## src/rtl/tim_ctrl_pkg.sv

```systemverilog
// Shared types and constants for the timer controller: FSM states, register
// addresses and CR/SR bit positions.
package tim_ctrl_pkg;

   typedef enum logic [1:0] {
      IDLE   = 2'd0,
      START  = 2'd1,
      RUN    = 2'd2,
      UPDATE = 2'd3
   } tim_ctrl_state_e;

   localparam logic [1:0] TIM_CR_ADDR  = 2'd0;
   localparam logic [1:0] TIM_PSC_ADDR = 2'd1;
   localparam logic [1:0] TIM_ARR_ADDR = 2'd2;
   localparam logic [1:0] TIM_SR_ADDR  = 2'd3;

   localparam int CR_CEN  = 0;
   localparam int CR_OPM  = 1;
   localparam int CR_ARPE = 2;
   localparam int CR_UIE  = 3;

   localparam int SR_UIF  = 0;

endpackage

```

## src/rtl/tim_ctrl_regs.sv

```systemverilog
// Timer register file: CR/SR, PSC/ARR preload and active copies, write decode
// and read mux. CR.OPM exists only when TIM_CTRL_OPM_EN is defined.
import tim_ctrl_pkg::*;

module tim_ctrl_regs #(
   parameter int               CNT_W   = 16,
   parameter logic [CNT_W-1:0] ARR_RST = 16'hFFFF
) (
   input  logic             clk,
   input  logic             reset,
   input  logic             wr_en,
   input  logic [1:0]       wr_addr,
   input  logic [31:0]      wr_data,
   input  logic [1:0]       rd_addr,
   input  logic             idle_i,
   input  logic             update_i,
   input  logic             cen_clr_i,
   output logic [31:0]      rd_data,
   output logic             cen_start_o,
   output logic             cen_stop_o,
   output logic             opm_o,
   output logic [CNT_W-1:0] psc_o,
   output logic [CNT_W-1:0] arr_o,
   output logic             irq_o
);

   logic [3:0]       cr_q, cr_d;
   logic             uif_q, uif_d;
   logic             irq_q, irq_d;
   logic [CNT_W-1:0] psc_pre_q, psc_pre_d, psc_act_q, psc_act_d;
   logic [CNT_W-1:0] arr_pre_q, arr_pre_d, arr_act_q, arr_act_d;
   logic             wr_cr, wr_psc, wr_arr, wr_sr, immediate;

   wire unused_wdata = ^wr_data[31:CNT_W];

   assign wr_cr  = wr_en && (wr_addr == TIM_CR_ADDR);
   assign wr_psc = wr_en && (wr_addr == TIM_PSC_ADDR);
   assign wr_arr = wr_en && (wr_addr == TIM_ARR_ADDR);
   assign wr_sr  = wr_en && (wr_addr == TIM_SR_ADDR);

   // A zero reload period would never overflow, so such starts are refused.
   assign cen_start_o = wr_cr && wr_data[CR_CEN] && !cr_q[CR_CEN] && (arr_act_q != '0);
   assign cen_stop_o  = wr_cr && !wr_data[CR_CEN];
   assign immediate   = idle_i || !cr_q[CR_ARPE];

   always_comb begin
      cr_d      = cr_q;
      uif_d     = uif_q;
      psc_pre_d = psc_pre_q;
      psc_act_d = psc_act_q;
      arr_pre_d = arr_pre_q;
      arr_act_d = arr_act_q;
      if (wr_cr) begin
         cr_d[CR_CEN]  = wr_data[CR_CEN] && (cr_q[CR_CEN] || (arr_act_q != '0));
`ifdef TIM_CTRL_OPM_EN
         cr_d[CR_OPM]  = wr_data[CR_OPM];
`else
         cr_d[CR_OPM]  = 1'b0;
`endif
         cr_d[CR_ARPE] = wr_data[CR_ARPE];
         cr_d[CR_UIE]  = wr_data[CR_UIE];
      end
      if (cen_clr_i) cr_d[CR_CEN] = 1'b0;
      if (wr_psc) begin
         psc_pre_d = wr_data[CNT_W-1:0];
         if (immediate) psc_act_d = wr_data[CNT_W-1:0];
      end
      if (wr_arr) begin
         arr_pre_d = wr_data[CNT_W-1:0];
         if (immediate) arr_act_d = wr_data[CNT_W-1:0];
      end
      if (wr_sr && wr_data[SR_UIF]) uif_d = 1'b0;
      // Update copies the post-write preload, and its UIF set beats a clear.
      if (update_i) begin
         psc_act_d = psc_pre_d;
         arr_act_d = arr_pre_d;
         uif_d     = 1'b1;
      end
      irq_d = uif_d && cr_d[CR_UIE];
   end

   always_ff @(posedge clk or negedge reset) begin
      if (!reset) begin
         cr_q      <= '0;
         uif_q     <= 1'b0;
         irq_q     <= 1'b0;
         psc_pre_q <= '0;
         psc_act_q <= '0;
         arr_pre_q <= ARR_RST;
         arr_act_q <= ARR_RST;
      end else begin
         cr_q      <= cr_d;
         uif_q     <= uif_d;
         irq_q     <= irq_d;
         psc_pre_q <= psc_pre_d;
         psc_act_q <= psc_act_d;
         arr_pre_q <= arr_pre_d;
         arr_act_q <= arr_act_d;
      end
   end

   always_comb begin
      rd_data = '0;
      case (rd_addr)
         TIM_CR_ADDR:  rd_data[3:0]       = cr_q;
         TIM_PSC_ADDR: rd_data[CNT_W-1:0] = psc_pre_q;
         TIM_ARR_ADDR: rd_data[CNT_W-1:0] = arr_pre_q;
         default:      rd_data[SR_UIF]    = uif_q;
      endcase
   end

   assign opm_o = cr_q[CR_OPM];
   assign psc_o = psc_act_q;
   assign arr_o = arr_act_q;
   assign irq_o = irq_q;

endmodule

```

## src/rtl/tim_ctrl.sv

```systemverilog
// Timer controller top: start/run/update/stop sequencer around tim_ctrl_regs.
// One-pulse mode is built only when TIM_CTRL_OPM_EN is defined.
import tim_ctrl_pkg::*;

module tim_ctrl #(
   parameter int               CNT_W   = 16,
   parameter logic [CNT_W-1:0] ARR_RST = 16'hFFFF
) (
   input  logic             clk,
   input  logic             reset,
   input  logic             wr_en,
   input  logic [1:0]       wr_addr,
   input  logic [31:0]      wr_data,
   input  logic [1:0]       rd_addr,
   output logic [31:0]      rd_data,
   input  logic             tim_done,
   output logic             tim_en,
   output logic             tim_load,
   output logic [CNT_W-1:0] tim_psc,
   output logic [CNT_W-1:0] tim_arr,
   output logic             irq
);

   tim_ctrl_state_e state_q, state_d;
   logic            cen_start, cen_stop, opm, update, cen_clr, idle;

   tim_ctrl_regs #(.CNT_W(CNT_W), .ARR_RST(ARR_RST)) u_regs (
      .clk         (clk),
      .reset       (reset),
      .wr_en       (wr_en),
      .wr_addr     (wr_addr),
      .wr_data     (wr_data),
      .rd_addr     (rd_addr),
      .idle_i      (idle),
      .update_i    (update),
      .cen_clr_i   (cen_clr),
      .rd_data     (rd_data),
      .cen_start_o (cen_start),
      .cen_stop_o  (cen_stop),
      .opm_o       (opm),
      .psc_o       (tim_psc),
      .arr_o       (tim_arr),
      .irq_o       (irq)
   );

   always_ff @(posedge clk or negedge reset) begin
      if (!reset) state_q <= IDLE;
      else        state_q <= state_d;
   end

   always_comb begin
      state_d  = state_q;
      tim_en   = 1'b0;
      tim_load = 1'b0;
      update   = 1'b0;
      cen_clr  = 1'b0;
      idle     = 1'b0;
      case (state_q)
         IDLE: begin
            idle = 1'b1;
            if (cen_start) state_d = START;
         end
         START: begin
            tim_load = 1'b1;
            state_d  = cen_stop ? IDLE : RUN;
         end
         RUN: begin
            tim_en = 1'b1;
            if (cen_stop)      state_d = IDLE;
            else if (tim_done) state_d = UPDATE;
         end
         default: begin
            tim_en  = 1'b1;
            update  = 1'b1;
            cen_clr = opm;
            state_d = (cen_stop || opm) ? IDLE : RUN;
         end
      endcase
   end

endmodule
```

## config.mk

```make
export PLATFORM = sky130hd
export DESIGN_NAME = tim_ctrl
export DESIGN_NICKNAME = d
export VERILOG_FILES = /design/src/rtl/tim_ctrl_pkg.sv /design/src/rtl/tim_ctrl_regs.sv /design/src/rtl/tim_ctrl.sv
export SDC_FILE = /design/constraint.sdc
export NUM_CORES = 1
export LEC_CHECK = 0
export ABC_AREA = 0
export BUFFER_PORTS_ARGS = -buffer_cell sky130_fd_sc_hd__buf_2
export CORE_MARGIN = 2
export CORE_UTILIZATION = 44
export CTS_BUF_LIST = sky130_fd_sc_hd__clkbuf_2 sky130_fd_sc_hd__clkbuf_4 sky130_fd_sc_hd__clkbuf_8
export CTS_CLUSTER_DIAMETER = 80
export DETAILED_ROUTE_END_ITERATION = 16
export PLACE_DENSITY = 0.79
export SETUP_SLACK_MARGIN = 0.3
export SLEW_MARGIN = 20
export SYNTH_ARGS = -nofsm -noshare
export SYNTH_HDL_FRONTEND = slang
export SYNTH_HIERARCHICAL = 1
export SYNTH_SLANG_ARGS = --single-unit
```

## constraint.sdc

```tcl
create_clock -name clk -period 3.8 [get_ports clk]
set_clock_uncertainty 0.1 [all_clocks]
set_input_delay 0.19 -clock clk [delete_from_list [all_inputs] [get_ports clk]]
set_output_delay 0.19 -clock clk [all_outputs]
set_load 0.05 [all_outputs]
```

==> parameters.txt, run 1 <==
Parameter                              Value

Clock tree
  Num CTS Buffers    9
  H-tree depth    3
  Clock tree sinks    ~70
  Buffers inserted during post-CTS setup optimization    0
  Clk Latency, worst-skew pair    0.34 ns
  CTS tree    yes
  Max Root-Sink Buffers    2
  Clock root buffer master    sky130_fd_sc_hd__clkbuf_8
  Clock-pin slew on the worst setup and hold paths    around 0.070 ns

Layout
  Final net count    432
  Final core occ    between 50% and 60%
  Share of layout cells above drive strength 1    41.2%
  Commonest cells after routing, fill and taps aside    sky130_fd_sc_hd__buf_2, sky130_fd_sc_hd__nand2_1, sky130_fd_sc_hd__dfrtp_1
  Antenna cells    0
  FILL cells    between 600 and 700
  Most common cell after layout, fill and taps aside    sky130_fd_sc_hd__buf_2
  Summed area of non-filler cells in the final layout    4200 um^2
  Synth-to-layout area growth    18.6%

STA
  Final worst-path setup slack    between 1 and 1.5 ns
  Final setup violation count    0
  Pin slew with the least headroom to its limit    a little under 0.9 ns
  Maximum clock frequency    386 MHz
  TNS Setup    0 ns
  Final hold violations    0
  Final Critical Period    2.59 ns
  RSZ-0062 raised after global routing    no
  Ratio of final minimum period to clock period    68.2%
  Max Slew Vio Count    0
  Worst slew slack as a fraction of its limit    roughly two fifths

Route
  Number of vias after detailed routing    around 2.8k
  TritonRoute pass-1 iters    5
  Post-Route WL    between 8000 and 9000 um
  Drt first-iter violations    approximately 230
  Remaining number of nets flagged by the antenna check after routing    0
  Average wire per cell in the routed design    about 18 um
  Number of vias per cell    5.69
  Residual DRC    0

Global routing
  Global-route met1 utilization    29.6%
  Global router's overall resource usage    20.6%
  Met3 global-route usage    under 10%
  Met2 GRT Util    ~30%
  Initial antenna violation count    0
  Pin count of the biggest net entering global routing    37
  Global route overflow    0
  Via count of the first global-routing pass    around 2.6k
  Busiest layer in global routing    met2
  Global-route wire length before repair    roughly 14,000 um

Yosys
  Count of distinct cell types in the synthesized netlist    44
  Post-synth design cell area    3540 um^2
  Number of warnings printed during yosys synthesis    6
  Share of the synthesized area in compound gates (AO/OA/AOI/OAI)    ~15%
  Simple-gate share of the synthesized area    19.1%
  Post-synthesis instance total    320
  Mux contribution to synthesized area    roughly 6%
  Register bit count reported by yosys    71
  Post-synthesis share of cell area spent on xor and xnor gates    0%
  Mean instance size in the synthesized netlist    11.1 um^2
  Share of the yosys chip area belonging to registers    51.4%
  Dominant combinational cell family by area after synthesis    simple AND/OR/NAND/NOR gates
  Adder-cell share of the synthesized area    1.41%

Floorplanning
  Floorplan die height    93.7 um
  I/O pin total    between 100 and 150
  Initial standard-cell utilization of the core    a little under half
  Die Width    93.7 um
  Total Die Area    between 8000 and 9000 um^2
  Placeable Area    7770 um^2
  Placement Rows    32

Setup path
  Endpoint arrival time on the critical path    2.70 ns
  Setup Crit Path Kind    flop to flop
  Worst EP required    3.91 ns
  Nature of the critical path startpoint    flop
  Crit end category    flop
  Number of cells on the worst reg-to-reg path    4
  Worst Path Max Fanout    20

Placed design
  Post-Place Setup Slack    about 1.2 ns
  GP Congestion    0.924
  Instance area at placement    between 3000 and 4000 um^2
  DP Wirelength    6110 um
  I/O Buffers    74

Status
  Outcome    complete, no violations

Flow run
  Max-cap violations    0

Hold path
  Cells on Worst Hold Path    3
  Hold WC Path Type    input port to flop

Pwr
  Leakage power total    ~2 nW
  Overall power of the completed layout    0.00362 W
  Worst ir drop on vdd    between 0.2 and 0.25 mV
  Power density relative to cell area    roughly 860 nW/um^2
[critical path: stages, from the launching register on]
cell,delay [ns]
sky130_fd_sc_hd__dfrtp_1,0.42
sky130_fd_sc_hd__and2_1,0.44
sky130_fd_sc_hd__nor3b_4,0.69
sky130_fd_sc_hd__nor2_1,0.38
sky130_fd_sc_hd__a221o_1,0.43
[kinds of logic (layout without fill, tap and decap cells)]
group,Yosys count,in the layout
flip-flops,71,71
adder cells (fa/ha/maj),4,4
multiplexers,19,19
AND/OR/NAND/NOR,123,123
other,1,17
buffers and inverters,44,101
AO/OA/AOI/OAI,58,58
[per-layer routing]
layer	routed length, um	vias up
met5	0	-
met4	178	0
met3	539	16
met2	4060	115
met1	3910	1399
li1	-	1285
[cell usage after synthesis]
cell | n | area share, %
sky130_fd_sc_hd__inv_1 | 4 | 0.42
sky130_fd_sc_hd__a211o_1 | 1 | 0.25
sky130_fd_sc_hd__nor3b_2 | 1 | 0.35
sky130_fd_sc_hd__and3_1 | 12 | 2.1
sky130_fd_sc_hd__dfstp_2 | 32 | 24
sky130_fd_sc_hd__o2bb2ai_1 | 1 | 0.25
sky130_fd_sc_hd__o221a_1 | 3 | 0.96
sky130_fd_sc_hd__nor2b_1 | 13 | 2.3
sky130_fd_sc_hd__nor4_1 | 4 | 0.71
sky130_fd_sc_hd__ha_1 | 4 | 1.4
sky130_fd_sc_hd__nor4bb_1 | 1 | 0.28
sky130_fd_sc_hd__buf_2 | 9 | 1.3
sky130_fd_sc_hd__mux2_2 | 16 | 5.1
sky130_fd_sc_hd__mux2_4 | 1 | 0.42
sky130_fd_sc_hd__nand3b_1 | 2 | 0.42
sky130_fd_sc_hd__o21ai_2 | 1 | 0.25
sky130_fd_sc_hd__mux2_1 | 1 | 0.32
sky130_fd_sc_hd__a21oi_1 | 2 | 0.28
sky130_fd_sc_hd__conb_1 | 1 | 0.11
sky130_fd_sc_hd__and4_1 | 2 | 0.50
sky130_fd_sc_hd__buf_6 | 1 | 0.32
sky130_fd_sc_hd__nor3_1 | 11 | 1.6
sky130_fd_sc_hd__a222oi_1 | 3 | 0.85
sky130_fd_sc_hd__nand3b_4 | 1 | 0.57
sky130_fd_sc_hd__nand2b_1 | 1 | 0.18
sky130_fd_sc_hd__a221o_1 | 11 | 3.1
sky130_fd_sc_hd__clkbuf_1 | 12 | 1.3
sky130_fd_sc_hd__and2_1 | 3 | 0.53
sky130_fd_sc_hd__a21o_1 | 1 | 0.21
sky130_fd_sc_hd__a211oi_1 | 5 | 1.1
sky130_fd_sc_hd__and2b_1 | 1 | 0.21
sky130_fd_sc_hd__buf_4 | 17 | 3.6
sky130_fd_sc_hd__and3b_1 | 1 | 0.25
sky130_fd_sc_hd__o21ai_0 | 3 | 0.42
sky130_fd_sc_hd__dfrtp_1 | 39 | 28
sky130_fd_sc_hd__o221a_2 | 14 | 4.5
sky130_fd_sc_hd__nor2_1 | 5 | 0.53
sky130_fd_sc_hd__nand2_1 | 47 | 5.0
sky130_fd_sc_hd__a22oi_1 | 13 | 2.8
sky130_fd_sc_hd__or3_1 | 16 | 2.8
sky130_fd_sc_hd__mux2i_1 | 1 | 0.28
sky130_fd_sc_hd__nor3_2 | 1 | 0.28
sky130_fd_sc_hd__inv_2 | 1 | 0.11
sky130_fd_sc_hd__nor3b_4 | 1 | 0.53
[path summary, 6_finish.rpt]
kind                                 startpoint              endpoint  slack [ns]
worst max-delay path                 state_q[0]       u_regs/psc_o[5]        1.21
worst min-delay path                 wr_data[1]   u_regs/psc_pre_q[1]        0.02
worst max register to register       state_q[0]       u_regs/psc_o[5]        1.21
worst min register to register  u_regs/psc_o[9]       u_regs/psc_o[9]        0.41
max in group asynchronous                 reset  u_regs/arr_pre_q[15]        2.23
min in group asynchronous                 reset       u_regs/psc_o[1]        0.38
[metrics by stage]
step / instances / hold slack [ns]
2_1_floorplan: 336 / -0.206
4_1_cts: 495 / 0.00534
3_3_place_gp: 476 / 0.218
3_5_place_dp: 476 / 0.222
5_1_grt: 495 / 0.0107
6_report: 495 / 0.0160
[where the power goes]
part | internal [W] | switching [W]
clock network | 0.000539 | 0.000283
registers | 0.00109 | 0.000198
logic | 0.000419 | 0.00108
total | 0.00205 | 0.00157
[registers in the layout (all words and copies together), names as in the netlist]
register,cells
u_regs/psc_pre_q,16
state_q,2
u_regs/irq_o,1
u_regs/cr_q,3
u_regs/arr_pre_q,16
u_regs/uif_q,1
u_regs/psc_o,16
u_regs/arr_o,16
[layout make-up]
cell class	instances	area (um^2)	area share, %
sequential	71	1820	43.3
timing repair buffer	80	423	10.1
clock buffer	11	151	3.61
inverter	5	18.8	0.447
tap	102	128	3.04
clock inverter	5	126	3.01
multi-input combinational	221	1530	36.5
[what timing repair did]
| action | 4_1_cts | 5_1_grt |
|---|---|---|
| endpoints found under the setup margin | 0 | 0 |
| resized for setup | 0 | 0 |
| hold buffers | 3 | 0 |
| hold endpoints to repair | 29 | 0 |
Power figures use the tool's default switching activity.
==> inputs of run 2 (changes only) <==
==> constraint.sdc (replaced) <==
create_clock -name clk -period 2.6 [get_ports clk]
set_clock_uncertainty 0.1 [all_clocks]
set_input_delay 0.13 -clock clk [delete_from_list [all_inputs] [get_ports clk]]
set_output_delay 0.13 -clock clk [all_outputs]
set_load 0.05 [all_outputs]
==> run 2 against run 1 <==
Effect of this change:
- global-route usage up 0.70 points
- largest power group unchanged
- final area up 3.8%
- critical endpoint is now u_regs/psc_o[10]
- setup slack worse by 0.74 ns
- sequential share of layout area down 1.6 points
- via count up 1.6%
- sequential cell count unchanged
==> parameters.txt, run 2 (synthesis results as in run 1) <==
Parameter                              Value

Status
  Outcome    complete, no violations

Setup path
  Cells along the critical path    nor2_2 > nand2b_1 > a21oi_1 > a221o_1
  Endpoint arrival time on the critical path    2.32 ns (-0.38 ns)
  Setup Crit Path Kind    flop to flop
  Worst EP required    2.78 ns (-1.13 ns)
  Nature of the critical path startpoint    flop
  Crit end category    flop
  Slowest stage cell on the critical path    sky130_fd_sc_hd__a21oi_1
  CP peak stage delay    0.86 ns (+0.17 ns)
  Worst Path Max Fanout    11 (-45%)

Pwr
  Worst ir drop on vdd    0.346 mV (+39%)
  Power density relative to cell area    1220 nW/um^2 (+42%)
  Net Switching    0.00230 W (+47%)
  Combinational cell fraction of total power    42.2% (+0.6 points)
  Leakage power total    2.03 nW (+3.7%)
  Switching power as a share of total power    43.3% (about the same)
  Fraction of power consumed by the clock network    22.3% (-0.4 points)
  Cell internal pwr    0.00302 W (+47%)
  Relative contribution of sequential cells to total power    35.5% (-0.2 points)

Global routing
  Global-route wire length before repair    14,200 um (+2.9%)
  Initial antenna violation count    0 (unchanged)
  Global router's overall resource usage    21.3% (+0.70 points)
  Pin count of the biggest net entering global routing    41 (+11%)
  Via count of the first global-routing pass    2,787 (+5.8%)
  Global route overflow    0 (unchanged)

Floorplanning
  Placeable Area    7770 um^2 (unchanged)
  Die Width    93.7 um (unchanged)
  Floorplan die height    93.7 um (unchanged)
  Initial standard-cell utilization of the core    45.5% (unchanged)
  Total Die Area    8770 um^2 (unchanged)
  I/O pin total    107 (unchanged)
  Placement Rows    32 (unchanged)

Clock tree
  Num CTS Buffers    9 (unchanged)
  Clock tree sinks    71 (unchanged)
  Clock-pin slew on the worst setup and hold paths    0.07 ns (about the same)
  Clk Latency, worst-skew pair    0.35 ns (about the same)
  CTS tree    yes
  Max Root-Sink Buffers    2 (unchanged)
  H-tree depth    3 (unchanged)
  Clock root buffer master    sky130_fd_sc_hd__clkbuf_8

Route
  Number of vias per cell    5.60 (-1.6%)
  Post-Route WL    9010 um (+3.8%)
  Number of vias after detailed routing    2,860 (+1.6%)
  Drt first-iter violations    233 (+0.43%)
  Residual DRC    0 (unchanged)
  TritonRoute pass-1 iters    6 (+1)
  Remaining number of nets flagged by the antenna check after routing    0 (unchanged)
  Average wire per cell in the routed design    17.6 um (+0.59%)

STA
  RSZ-0062 raised after global routing    no
  TNS Setup    0 ns (unchanged)
  Worst hold-check slack    0.00713 ns (-0.00888 ns)
  Final setup violation count    0 (unchanged)
  Final hold violations    0 (unchanged)
  Pin slew with the least headroom to its limit    1.01 ns (+0.118 ns)
  Ratio of final minimum period to clock period    82.1% (+14 points)
  Max Slew Vio Count    0 (unchanged)
  Maximum clock frequency    468 MHz (+21%)
  Worst slew slack as a fraction of its limit    32.6% (-7.9 points)
  Final Critical Period    2.13 ns (-0.456 ns)

Layout
  Summed area of non-filler cells in the final layout    4360 um^2 (+3.8%)
  Final core occ    56.1% (+2.1 points)
  Final net count    448 (+3.7%)
  Commonest cells after routing, fill and taps aside    sky130_fd_sc_hd__buf_2, sky130_fd_sc_hd__nand2_1, sky130_fd_sc_hd__dfrtp_1
  Synth-to-layout area growth    23.2%
  FILL cells    642 (-4.0%)
  Share of layout cells above drive strength 1    40.8% (-0.39 points)
  Most common cell after layout, fill and taps aside    sky130_fd_sc_hd__buf_2
  Antenna cells    0 (unchanged)

Placed design
  I/O Buffers    74 (unchanged)
  GP Congestion    0.923 (about the same)
  Instance area at placement    3930 um^2 (+1.1%)
  DP Wirelength    6360 um (+4.0%)

Flow run
  Max-cap violations    0 (unchanged)

Hold path
  Hold WC Path Type    input port to flop
[run 2: cell type report]
class,instances,area [um^2],area share [%]
clock buffer,11,145,3.33
clock inverter,5,129,2.96
inverter,5,18.8,0.431
multi-input combinational,221,1540,35.2
sequential,71,1820,41.7
tap,102,128,2.93
timing repair buffer,96,586,13.4
[run 2: final timing paths]
| check | start | to | slack [ns] | cells after the start |
|---|---|---|---|---|
| setup / recovery | state_q[1] | u_regs/psc_o[10] | 0.47 | 4 |
| hold / removal | wr_data[15] | u_regs/psc_pre_q[15] | 0.007 | 2 |
| setup reg to reg | state_q[1] | u_regs/psc_o[10] | 0.47 | 4 |
| hold reg to reg | u_regs/psc_o[13] | u_regs/psc_o[13] | 0.41 | 1 |
| max in group asynchronous | reset | u_regs/arr_pre_q[10] | 1.38 | 3 |
| min in group asynchronous | reset | u_regs/psc_o[3] | 0.28 | 2 |
[run 2: timing repair]
action                     CTS  global route
setup endpoints to repair    0            11
resized for setup            0             1
hold endpoints to repair    44             0
hold buffers                15             0
buffers inserted             0             0
[run 2: power by group through the flow]
stage          logic (W)  registers [W]  clock network (W)
6_report         0.00225        0.00189            0.00119
5_1_grt          0.00237        0.00194            0.00124
4_1_cts          0.00225        0.00188            0.00120
3_5_place_dp     0.00223        0.00189                  0
3_3_place_gp     0.00219        0.00188                  0
2_1_floorplan   0.000881        0.00270                  0
[run 2: worst max-delay path, delay by kind of cell, from the launching register on]
kind             cells  cell delay, ns
AO/OA/AOI/OAI        2            1.15
flip-flops           1            0.42
AND/OR/NAND/NOR      2            0.40
[run 2: per-layer routing]
layer | vias to the layer above | routed length [um] | GRT usage, %
li1 | 1322 | - | -
met1 | 1398 | 3920 | 29.4
met2 | 117 | 4210 | 32.6
met3 | 23 | 619 | 4.25
met4 | 0 | 255 | 9.54
met5 | - | 0 | 0
[run 2: per-stage QoR]
step	instances	total power [W]	setup slack, ns
finish	511	0.00532	0.465
global placement	480	0.00407	0.531
global route	511	0.00555	0.310
detailed placement	480	0.00412	0.427
CTS	511	0.00533	0.381
floorplan	336	0.00358	0.635
